===== src/rtl/core_pkg.sv =====
// rtl/core_pkg.sv - shared widths, ALU op codes and pipeline control record for the 8-bit core
package core_pkg;

    localparam int DATA_W = 8;
    localparam int REG_AW = 3;

    localparam logic ALU_OP_MOV = 1'b0;
    localparam logic ALU_OP_ADD = 1'b1;

    typedef struct packed {
        logic              valid;
        logic              reg_write;
        logic [REG_AW-1:0] rd;
    } pipe_ctrl_t;

    localparam pipe_ctrl_t PIPE_BUBBLE = '0;

endpackage


===== src/rtl/fwd_mux.sv =====
// rtl/fwd_mux.sv - priority operand select: r0, EX/MEM, MEM/WB, then the captured register-file value
module fwd_mux
    import core_pkg::*;
#(
    parameter int DATA_W = core_pkg::DATA_W,
    parameter int REG_AW = core_pkg::REG_AW
) (
    input  logic [REG_AW-1:0] src,
    input  logic [DATA_W-1:0] id_data,
    input  pipe_ctrl_t        ex_mem_ctrl,
    input  logic [DATA_W-1:0] ex_mem_data,
    input  pipe_ctrl_t        mem_wb_ctrl,
    input  logic [DATA_W-1:0] mem_wb_data,
    output logic [DATA_W-1:0] data
);

    logic hit_ex_mem;
    logic hit_mem_wb;

    assign hit_ex_mem = ex_mem_ctrl.valid && ex_mem_ctrl.reg_write && (ex_mem_ctrl.rd == src);
    assign hit_mem_wb = mem_wb_ctrl.valid && mem_wb_ctrl.reg_write && (mem_wb_ctrl.rd == src);

    // The youngest producer wins so a later write to the same register shadows an older one.
    always_comb begin
        data = id_data;
        if (src == '0) begin
            data = '0;
        end else if (hit_ex_mem) begin
            data = ex_mem_data;
        end else if (hit_mem_wb) begin
            data = mem_wb_data;
        end
    end

endmodule


===== src/rtl/operand_forward_stage.sv =====
// rtl/operand_forward_stage.sv - ID/EX, EX/MEM, MEM/WB registers with EX operand forwarding (option: WB_BYPASS_EN)
module operand_forward_stage
    import core_pkg::*;
#(
    parameter int DATA_W = core_pkg::DATA_W,
    parameter int REG_AW = core_pkg::REG_AW
) (
    input  logic              clk,
    input  logic              rst_n,
    input  logic              stall,
    input  logic              flush,
    input  logic              id_valid,
    input  logic              id_alu_op,
    input  logic              id_reg_write,
    input  logic [REG_AW-1:0] id_rs1,
    input  logic [REG_AW-1:0] id_rs2,
    input  logic [REG_AW-1:0] id_rd,
    input  logic [DATA_W-1:0] id_data1,
    input  logic [DATA_W-1:0] id_data2,
    input  logic [DATA_W-1:0] alu_result,
    output logic [DATA_W-1:0] Data1_Final,
    output logic [DATA_W-1:0] Data2_Final,
    output logic              ALU_Op,
    output logic              wb_en,
    output logic [REG_AW-1:0] wb_rd,
    output logic [DATA_W-1:0] wb_data
);

    pipe_ctrl_t        id_ex_ctrl;
    logic              id_ex_op;
    logic [REG_AW-1:0] id_ex_rs1;
    logic [REG_AW-1:0] id_ex_rs2;
    logic [DATA_W-1:0] id_ex_data1;
    logic [DATA_W-1:0] id_ex_data2;

    pipe_ctrl_t        ex_mem_ctrl;
    logic [DATA_W-1:0] ex_mem_data;

    pipe_ctrl_t        mem_wb_ctrl;
    logic [DATA_W-1:0] mem_wb_data;

    logic [DATA_W-1:0] cap_data1;
    logic [DATA_W-1:0] cap_data2;
    logic [DATA_W-1:0] fwd_data1;
    logic [DATA_W-1:0] fwd_data2;

`ifdef WB_BYPASS_EN
    // A producer three ahead writes in the same cycle ID reads, so take the write value directly.
    assign cap_data1 = (wb_en && (wb_rd == id_rs1) && (id_rs1 != '0)) ? wb_data : id_data1;
    assign cap_data2 = (wb_en && (wb_rd == id_rs2) && (id_rs2 != '0)) ? wb_data : id_data2;
`else
    assign cap_data1 = id_data1;
    assign cap_data2 = id_data2;
`endif

    always_ff @(posedge clk or negedge rst_n) begin
        if (!rst_n) begin
            id_ex_ctrl  <= PIPE_BUBBLE;
            id_ex_op    <= ALU_OP_MOV;
            id_ex_rs1   <= '0;
            id_ex_rs2   <= '0;
            id_ex_data1 <= '0;
            id_ex_data2 <= '0;
        end else if (flush) begin
            id_ex_ctrl <= PIPE_BUBBLE;
            id_ex_op   <= ALU_OP_MOV;
        end else if (!stall) begin
            id_ex_ctrl.valid     <= id_valid;
            id_ex_ctrl.reg_write <= id_valid & id_reg_write;
            id_ex_ctrl.rd        <= id_rd;
            id_ex_op             <= id_valid & id_alu_op;
            id_ex_rs1            <= id_rs1;
            id_ex_rs2            <= id_rs2;
            id_ex_data1          <= cap_data1;
            id_ex_data2          <= cap_data2;
        end
    end

    always_ff @(posedge clk or negedge rst_n) begin
        if (!rst_n) begin
            ex_mem_ctrl <= PIPE_BUBBLE;
            ex_mem_data <= '0;
        end else if (stall) begin
            ex_mem_ctrl <= PIPE_BUBBLE;
            ex_mem_data <= '0;
        end else begin
            ex_mem_ctrl <= id_ex_ctrl;
            ex_mem_data <= alu_result;
        end
    end

    // No memory access in this core: MEM/WB is a plain copy of EX/MEM.
    always_ff @(posedge clk or negedge rst_n) begin
        if (!rst_n) begin
            mem_wb_ctrl <= PIPE_BUBBLE;
            mem_wb_data <= '0;
        end else begin
            mem_wb_ctrl <= ex_mem_ctrl;
            mem_wb_data <= ex_mem_data;
        end
    end

    fwd_mux #(.DATA_W(DATA_W), .REG_AW(REG_AW)) u_fwd_rs1 (
        .src         (id_ex_rs1),
        .id_data     (id_ex_data1),
        .ex_mem_ctrl (ex_mem_ctrl),
        .ex_mem_data (ex_mem_data),
        .mem_wb_ctrl (mem_wb_ctrl),
        .mem_wb_data (mem_wb_data),
        .data        (fwd_data1)
    );

    fwd_mux #(.DATA_W(DATA_W), .REG_AW(REG_AW)) u_fwd_rs2 (
        .src         (id_ex_rs2),
        .id_data     (id_ex_data2),
        .ex_mem_ctrl (ex_mem_ctrl),
        .ex_mem_data (ex_mem_data),
        .mem_wb_ctrl (mem_wb_ctrl),
        .mem_wb_data (mem_wb_data),
        .data        (fwd_data2)
    );

    assign Data1_Final = id_ex_ctrl.valid ? fwd_data1 : '0;
    assign Data2_Final = id_ex_ctrl.valid ? fwd_data2 : '0;
    assign ALU_Op      = id_ex_op & id_ex_ctrl.valid;

    assign wb_en   = mem_wb_ctrl.valid & mem_wb_ctrl.reg_write & (mem_wb_ctrl.rd != '0);
    assign wb_rd   = mem_wb_ctrl.rd;
    assign wb_data = mem_wb_data;

endmodule


===== config.mk =====
export PLATFORM = sky130hd
export DESIGN_NAME = operand_forward_stage
export DESIGN_NICKNAME = d
export VERILOG_FILES = /design/src/rtl/core_pkg.sv /design/src/rtl/fwd_mux.sv /design/src/rtl/operand_forward_stage.sv
export SDC_FILE = /design/constraint.sdc
export NUM_CORES = 1
export LEC_CHECK = 0
export CORE_MARGIN = 3
export CORE_UTILIZATION = 49
export CTS_BUF_LIST = sky130_fd_sc_hd__clkbuf_8
export DETAILED_ROUTE_END_ITERATION = 12
export GPL_TIMING_DRIVEN = 0
export MAX_ROUTING_LAYER = met4
export PLACE_DENSITY = 0.8
export SYNTH_ARGS = -nofsm -noshare
export SYNTH_HDL_FRONTEND = slang
export SYNTH_SLANG_ARGS = --single-unit

===== constraint.sdc =====
create_clock -name clk -period 2.4 [get_ports clk]
set_input_delay 0.36 -clock clk [delete_from_list [all_inputs] [get_ports clk]]
set_output_delay 0.36 -clock clk [all_outputs]
set_load 0.1 [all_outputs]

**Yosys cells after proc, flatten, opt, wreduce, memory -nomap -nowiden**

Cells that the tools add are included.

- Flip-flop bits (word level): 54
- Bits in latches: 0
- Bits in writable memories: 0
- Memory bits (read-only): 0
- Input bits: 40
- Word-level logic and storage cells: 52
- Memories: 0

- Add/subtract/negate cells: 0
- Multipliers: 0
- Div/mod/pow operators: 0
- $lt $le $gt $ge: 0
- Equal/unequal tests: 5
- Shifts and indexed selects: 0
- Multiplexer cells: 14
- Bitwise gates (word level): 7
- Reduce and logical (&&, ||, !) cells: 10

Operator list:

| operator | count |
|---|---|
| 8-bit 2-to-1 mux | 9 |
| 5-bit 2-to-1 mux | 3 |
| 3-bit equality test | 4 |
| 1-bit logical AND | 6 |
| 3-bit zero test | 2 |
| 1-bit AND | 5 |
| 3-bit nonzero test | 1 |
| 1-bit 2-to-1 mux | 2 |
| 2-bit by 1-bit inequality test with 1-bit output, second input constant | 1 |
| 1-bit inverter | 2 |
| 2-bit AND reduction | 1 |

**Longest topological paths before layout**

- Depth in word-level cells: 6
- Gate-level depth with buffers: 5
- Mapped depth without buffers: 4

**Cells and area by module**

A second synthesis with hierarchy kept.

- Cell total of the unflattened synthesis: 203
- Area, all modules: 2562.5 um^2

By module, submodules not included:

| module | instances | cells each | area each (um^2) | sequential area each (um^2) |
|---|---|---|---|---|
| operand_forward_stage | 1 | 127 | 2024.4 | 1351.3 |
| fwd_mux | 2 | 38 | 269.0 | 0.0 |

**Least setup slack after synthesis**

Ideal clock, no wire load.

- Kind: flip-flop to output port
- Start point: register, netlist name wb_rd[0]
- End point: output port Data1_Final[0]
- Arrival: 3.375 ns
- Required time: 2.040 ns
- Setup slack: -1.335 ns
- Cell stages (with the launch flop): 5
- Cell sequence: dfrtp_1 xor2_1 nor3_1 a221oi_1 nor3_1

- Cells in the longest elaborated chain, start to end: 6

RTL lines:

| what | line | text |
|---|---|---|
| 3-bit equality test | fwd_mux.sv:21 | `assign hit_mem_wb = mem_wb_ctrl.valid && mem_wb_ctrl.reg_write && (mem_wb_ctrl.rd == src);` |
| 1-bit logical AND | fwd_mux.sv:21 |  |
| 8-bit 2-to-1 mux | fwd_mux.sv:30 | `end else if (hit_mem_wb) begin` |
| 8-bit 2-to-1 mux | fwd_mux.sv:28 | `end else if (hit_ex_mem) begin` |
| 8-bit 2-to-1 mux | fwd_mux.sv:26 | `if (src == '0) begin` |
| 8-bit 2-to-1 mux | operand_forward_stage.sv:123 | `assign Data1_Final = id_ex_ctrl.valid ? fwd_data1 : '0;` |
| end, declared | operand_forward_stage.sv:21 | `output logic [DATA_W-1:0] Data1_Final,` |

Every way passes these cells.

**Final worst setup path**

- Start point: register, netlist name mem_wb_ctrl[4]
- End point: output port Data2_Final[6]

- Cells in the longest elaborated chain, start to end: 6

RTL lines:

| what | line | text |
|---|---|---|
| 1-bit logical AND (2 in series) | fwd_mux.sv:21 |  |
| 8-bit 2-to-1 mux | fwd_mux.sv:30 |  |
| 8-bit 2-to-1 mux | fwd_mux.sv:28 |  |
| 8-bit 2-to-1 mux | fwd_mux.sv:26 |  |
| 8-bit 2-to-1 mux | operand_forward_stage.sv:124 | `assign Data2_Final = id_ex_ctrl.valid ? fwd_data2 : '0;` |
| end, declared | operand_forward_stage.sv:22 | `output logic [DATA_W-1:0] Data2_Final,` |

Every way passes these cells.

==> reports/results.txt <==
Worst Path Buf+Inv: 1
Synth top area share: 56.8%
Core Area: 4500 um2
root buf cell: clkbuf_8
WHS: 33.7 ps
htree depth: 2
synthesis-stage register bit count: 54
drt drc: 0
CTS tree: yes
Final Hold Fails: 0
DRT antenna net count: 0
post-synth top area cell: dfrtp_1
first drt pass iteration count: 4
Initial DRC Count: 171
cell area after placement: 3340 um2
DR WL/cell: 22.9 um
leak pwr: 1.62 nW
clock period minus worst slack: 2660 ps
P per Cell Area: 611 nW/um2
Pwr Total: 2.41 mW
crit-path cells: and2_1, or4b_4, a221oi_4, nor3_4, buf_12
RSZ-0062 raised after global routing: true
largest cells by area after synthesis: dfrtp_1, mux2_2, a221oi_1
average size of a mapped cell: 12.0 um2
CP Launch Type: flop
routability cong.: 0.868
crit end category: primary output
hold buffers post-CTS: 0
fraction of layout instances using a drive strength above 1: 48.1%
Buffers on Ports: 68
commonest cells in the netlist: dfrtp_1, nor2_1, mux2_2
CP max stage cell: or4b_4
Worst path top cell family by delay: simple AND/OR/NAND/NOR gates
max-cap violation count: 0
async set-reset flop share out of synthesis: 100%
outcome: finished, violations left
EDFF count, synth: 0
final setup skew: 6.53 ps
initial core utilization: 52.8%
final net count: 328
Syn Nets: 238
GRT Overall Usage: 27.1%
max-slew violation count: 0
worst-margin pin slew: 999 ps
worst vdd ir: 0.454 mV
clk sinks: 54
Vert. Die Dim: 75.7 um
relative slew slack: 33.2%
critical path class: flop to primary output
ant diodes: 0
CP required: 2040 ps
max incr delay on CP: 620 ps
DR vias: 2028
Hold/Removal Path Class: input pin to asynchronous set/reset pin
# rows: 24
worst skew pair latency: 310 ps
TritonCTS Buffers: 5
vias in the first global route: 2046
Detailed Place HPWL: 4.52 mm
Final WS setup: -262 ps
Syn-to-layout area delta: 65.6%
Max clock buf depth: 2
final setup TNS: -3260 ps
fmax: 376 MHz
YS warnings: 0
global-route congestion overflow total: 0
mapped cell area: 2380 um2
Top Ports: 69
post-route cell area: 3940 um2
post-synthesis cell count: 198
clock transition at the register clock pins on the worst setup and hold paths after CTS: 100 ps
CP arrival: 2300 ps
sequential fraction of the synthesis area: 56.8%
most common cell in the synthesized netlist: dfrtp_1
Via density: 5.95
failing checks: setup timing
final setup vio count: 16
final worst-path cycle share: 111%
Detailed Route WL: 7.80 mm
initial antenna violation count: 0
Crit Path Max Fanout: 9
synth unique cells: 24
largest net degree at the start of global routing: 32
DIE AREA: 5730 um2
global-route wire length before repair: 10.8 mm
ys flop type: dfrtp_1
die width: 75.7 um
==> flip-flops by register name, summed over array words and instances (netlist names) <==
register / cells
wb_rd: 3
mem_wb_ctrl: 2
ex_mem_data: 8
id_ex_rs1: 3
wb_data: 8
id_ex_data1: 8
id_ex_data2: 8
id_ex_rs2: 3
ex_mem_ctrl: 5
id_ex_ctrl: 5
id_ex_op: 1
==> repair_timing <==
action	4_1_cts	5_1_grt
endpoints found under the setup margin	18	18
resized for setup	160	14
setup buffers	11	4
pin swaps	13	2
endpoints found under the hold margin	0	0
==> final cells by class <==
type / count / area, um2
buffer: 8 / 57.6
fill: 212 / 566
clock buffer: 5 / 68.8
tap: 52 / 65.1
clock inverter: 3 / 40.0
sequential: 54 / 1370
timing repair buffer: 86 / 925
multi-input combinational: 133 / 1410
==> logic make-up after synthesis <==
family | after synthesis | share of synthesized area [%]
and+or+nand+nor | 74 | 16.9
DFF | 54 | 56.8
muxes | 25 | 11.7
AOI/OAI and AO/OA | 22 | 7.63
xor gates and xnor gates | 12 | 4.42
buffers and inverters | 11 | 2.58
==> final timing paths <==
path / start / endpoint / slack [ps] / cells past startpoint
hold reg to reg: ex_mem_ctrl[4]$_DFF_PN0_ / mem_wb_ctrl[4]$_DFF_PN0_ / 380 / 0
max in group asynchronous: rst_n / wb_rd[1]$_DFF_PN0_ / 1780 / 2
setup reg to reg: id_ex_rs2[0]$_DFFE_PN0P_ / id_ex_rs2[0]$_DFFE_PN0P_ / 1460 / 2
min in group clk: ex_mem_ctrl[4]$_DFF_PN0_ / mem_wb_ctrl[4]$_DFF_PN0_ / 380 / 0
hold / removal: rst_n / id_ex_data1[3]$_DFFE_PN0P_ / 30 / 1
setup / recovery: mem_wb_ctrl[4]$_DFF_PN0_ / Data2_Final[6] / -260 / 5
==> power breakdown <==
group,switching (mW),internal (mW)
Clock,0.291,0.307
Sequential,0.0990,0.992
Combinational,0.398,0.321
==> stage by stage <==
| step | setup WS, ps | instances | util (%) |
|---|---|---|---|
| 2_1_floorplan | -263 | 198 | - |
| 3_5_place_dp | -816 | 321 | 74.1 |
| 5_1_grt | -323 | 341 | 87.4 |
| 3_3_place_gp | -1130 | 318 | 73.2 |
| 6_report | -262 | 341 | 87.4 |
| 4_1_cts | -192 | 337 | 84.1 |
==> layout by cell type, fill, tap and decap left out <==
master	count
a221oi_2	6
nor3_2	12
nor3_4	6
and3_1	8
dlygate4sd2_1	1
clkbuf_2	1
a22oi_1	1
clkbuf_1	3
buf_1	1
dfrtp_1	38
a221oi_4	10
o31a_1	1
or4b_4	2
buf_2	1
buf_6	14
buf_4	16
a21oi_1	2
clkdlybuf4s50_1	47
nor2b_1	14
mux2_2	22
bufinv_16	1
nor2_1	22
mux2i_1	3
o31ai_2	1
xor2_1	5
clkbuf_8	5
nor4_4	2
buf_12	10
nand2_1	2
dfrtp_2	16
xor2_2	7
or4_4	2
clkinv_2	2
nor2_2	2
and2_1	2
o31ai_4	1
==> layer usage <==
metal | share of wire [%] | global-route usage (%) | vias to the layer above
li1 | - | - | 892
met1 | 41 | 33.9 | 1002
met2 | 49 | 43.0 | 113
met3 | 6.6 | 6.33 | 21
met4 | 3.1 | 9.90 | 0
met5 | 0 | - | -
No activity file was read; power rests on OpenSTA's default activity.
==> RTL edit: new RTL, same flow settings <==
Add a define of `WB_BYPASS_EN`.
--- a/src/rtl/operand_forward_stage.sv
+++ b/src/rtl/operand_forward_stage.sv
@@ -1,3 +1,5 @@
 // rtl/operand_forward_stage.sv - ID/EX, EX/MEM, MEM/WB registers with EX operand forwarding (option: WB_BYPASS_EN)
+`define WB_BYPASS_EN
+
 module operand_forward_stage
     import core_pkg::*;
Behaviour: not the same (a bounded check fails within 10 cycles, from zero or initial values and one cycle with rst_n low).
==> RTL edit against the original RTL <==
The run still ends with negative setup slack left; design area is 3.4% higher; global-route usage is 2.3 points lower; clock skew is 2.5 ps higher; sequential cell count stayed put; worst setup slack better by 44 ps; die area is 8.8% higher; total power is 9.9% lower; cell count is 14% higher; routed wire length is 5.5% lower; fmax is 1.7% higher; clock power is 18% lower; count of clock-buffer cells in the layout stayed put; area after synthesis is 9.5% higher; worst hold slack better by 370 ps; critical path type unchanged.
==> RTL edit: results (changes against the original RTL) <==
synthesis:
  synth.lib_cells_used.distinct: 22  # was 24
  mean_cell_area_of_the_mapped_netlist_um2: 11.3  # was 12.0 µm²
  yosys_warnings: 0  # unchanged
  ys_top_cells_by_area: "dfrtp_1, mux2i_1, nor2_1"  # was dfrtp_1, mux2_2, a221oi_1
  synth_seq_area_share: 0.519  # was 0.568
  syn_nets: 271  # was 238
  post_synth_most_frequent_cells: "dfrtp_1, nor2_1, mux2i_1"  # was dfrtp_1, nor2_1, mux2_2
pwr:
  power.static_leakage_uw: 0.00177  # was 0.00162 µW
  worst_ir_drop_vdd_v: 0.000374  # was 0.000454 V
  p_per_area_nw_per_um2: 533  # was 611 nW/µm²
  p_sw_frac: 0.338  # was 0.327
  p_seq_frac: 0.488  # was 0.453
  pwr-share-clk: 0.225  # was 0.249
place:
  hpwl_um: 4670  # was 4520 µm
  numPlacedInstances: 369  # was 321
  postPlaceCellArea_um2: 3560  # was 3340 µm²
  globalplace.congestion: 0.751  # was 0.868
  place_ws_ps: -1060  # was -816 ps
cells_and_area:
  finish.cell_count_without_fillers: 390  # was 341
  diodes: 0  # unchanged
  finish.net_count: 363  # was 328
  fill_cells: 296  # was 212
  final_layout_size_suffix_gt1_frac: 0.291  # was 0.481
critical_path:
  crit_path_max_incr_delay_ps: 510  # was 620 ps
  r2r_slack_ps: 410  # was 1460 ps
  r2r-end: "id_ex_data1[3]"  # was id_ex_rs2[0]
  crit_fanout: 5  # was 9
  cp_slowest_cell: "or4_1"  # was or4b_4
  reg_to_reg_startpoint: "wb_rd[0]"  # was id_ex_rs2[0]
  critPathTopFamily: "buffers and inverters"  # was simple AND/OR/NAND/NOR gates
  logic_depth_of_the_worst_register_to_register_path: 6  # was 2
  critical_path_arrival_ps: 2260  # was 2300 ps
clock_network:
  ctsHoldBuffers: 1  # was 0
  cts.repair.resized: 152  # was 160
  cts.repair_timing.setup_buffer_count: 11  # unchanged
  cts-htree-levels: 2  # unchanged
  cts-buffers-inserted: 5  # unchanged
  worstSkewPairLatency_ps: 300
status:
  run_status: "finished, violations left"  # unchanged
  failed_checks: "negative setup slack"  # unchanged
sta:
  hold_ws_ps: 400  # was 33.7 ps
  fin_worst_skew_ps: 9.04  # was 6.53 ps
  tns_ps: -2850  # was -3260 ps
  finalSetupViolations: 16  # unchanged
  tightestPinTransition_ps: 1010  # was 999 ps
  timing.final.ws_setup_ps: -218  # was -262 ps
detailed_routing:
  routed_wirelength_um: 7370  # was 7800 µm
  viasPerCell: 5.35  # was 5.95
  iter_0_drt_violations: 105  # was 171
global_route:
  grt_antenna_before_repair: 0  # unchanged
  grt_max_degree: 39  # was 32
  grt_resource_usage_total: 0.248  # was 0.271
  number_of_global_route_vias_before_repair: 2222  # was 2,046
  grt_first_pass_wirelength_um: 11400  # was 10,800 µm
hold_path:
  holdPathEnd: "mem_wb_ctrl[3]"
  hp-class: "reg2reg"  # was in2async
RTL edit: cell types whose count changed after synthesis, moves of 8 or more:
cell / delta
nor2_1: +16
a211oi_1: +16
mux2_2: -16
nor3_1: -18
a21oi_1: +16
a221oi_1: -16
mux2i_1: +32
and3_1: -8
RTL edit: logic make-up after synthesis:
| logic type | after synthesis | share of synthesized area |
|---|---|---|
| compound gates | 38 | 0.0932 |
| xor+xnor | 18 | 0.0634 |
| buf+inv | 16 | 0.0346 |
| flops | 54 | 0.519 |
| mux | 41 | 0.160 |
| simple gates | 64 | 0.130 |
RTL edit: how the worst max path moves through the flow:
stage / startpoint / end / slack [ps] / cells past startpoint
6_report: id_ex_rs2[0] / Data2_Final[5] / -220 / 6
3_3_place_gp: id_ex_rs2[1] / Data2_Final[6] / -1110 / 3
5_1_grt: id_ex_rs2[0] / Data2_Final[5] / -280 / 6
2_1_floorplan: wb_rd[2] / Data1_Final[2] / -680 / 5
4_1_cts: id_ex_rs1[2] / Data1_Final[7] / -190 / 5
3_5_place_dp: wb_rd[0] / Data2_Final[0] / -1060 / 6
RTL edit: layer usage:
layer | track usage | vias up | wire length (µm)
li1 | - | 966 | -
met1 | 0.328 | 1051 | 3240
met2 | 0.401 | 63 | 3810
met3 | 0.0476 | 6 | 250
met4 | 0.0550 | 0 | 57
met5 | - | - | 0
RTL edit: layout make-up:
| type | instances | area, µm² | area share |
|---|---|---|---|
| clock buffers | 5 | 68.8 | 0.0169 |
| multi-input cells | 161 | 1400 | 0.344 |
| repair buffers | 86 | 1000 | 0.246 |
| clock inverters | 2 | 15.0 | 0.00369 |
| flip-flops and latches | 54 | 1360 | 0.333 |
| well taps | 67 | 83.8 | 0.0206 |
| plain buffers | 15 | 143 | 0.0350 |
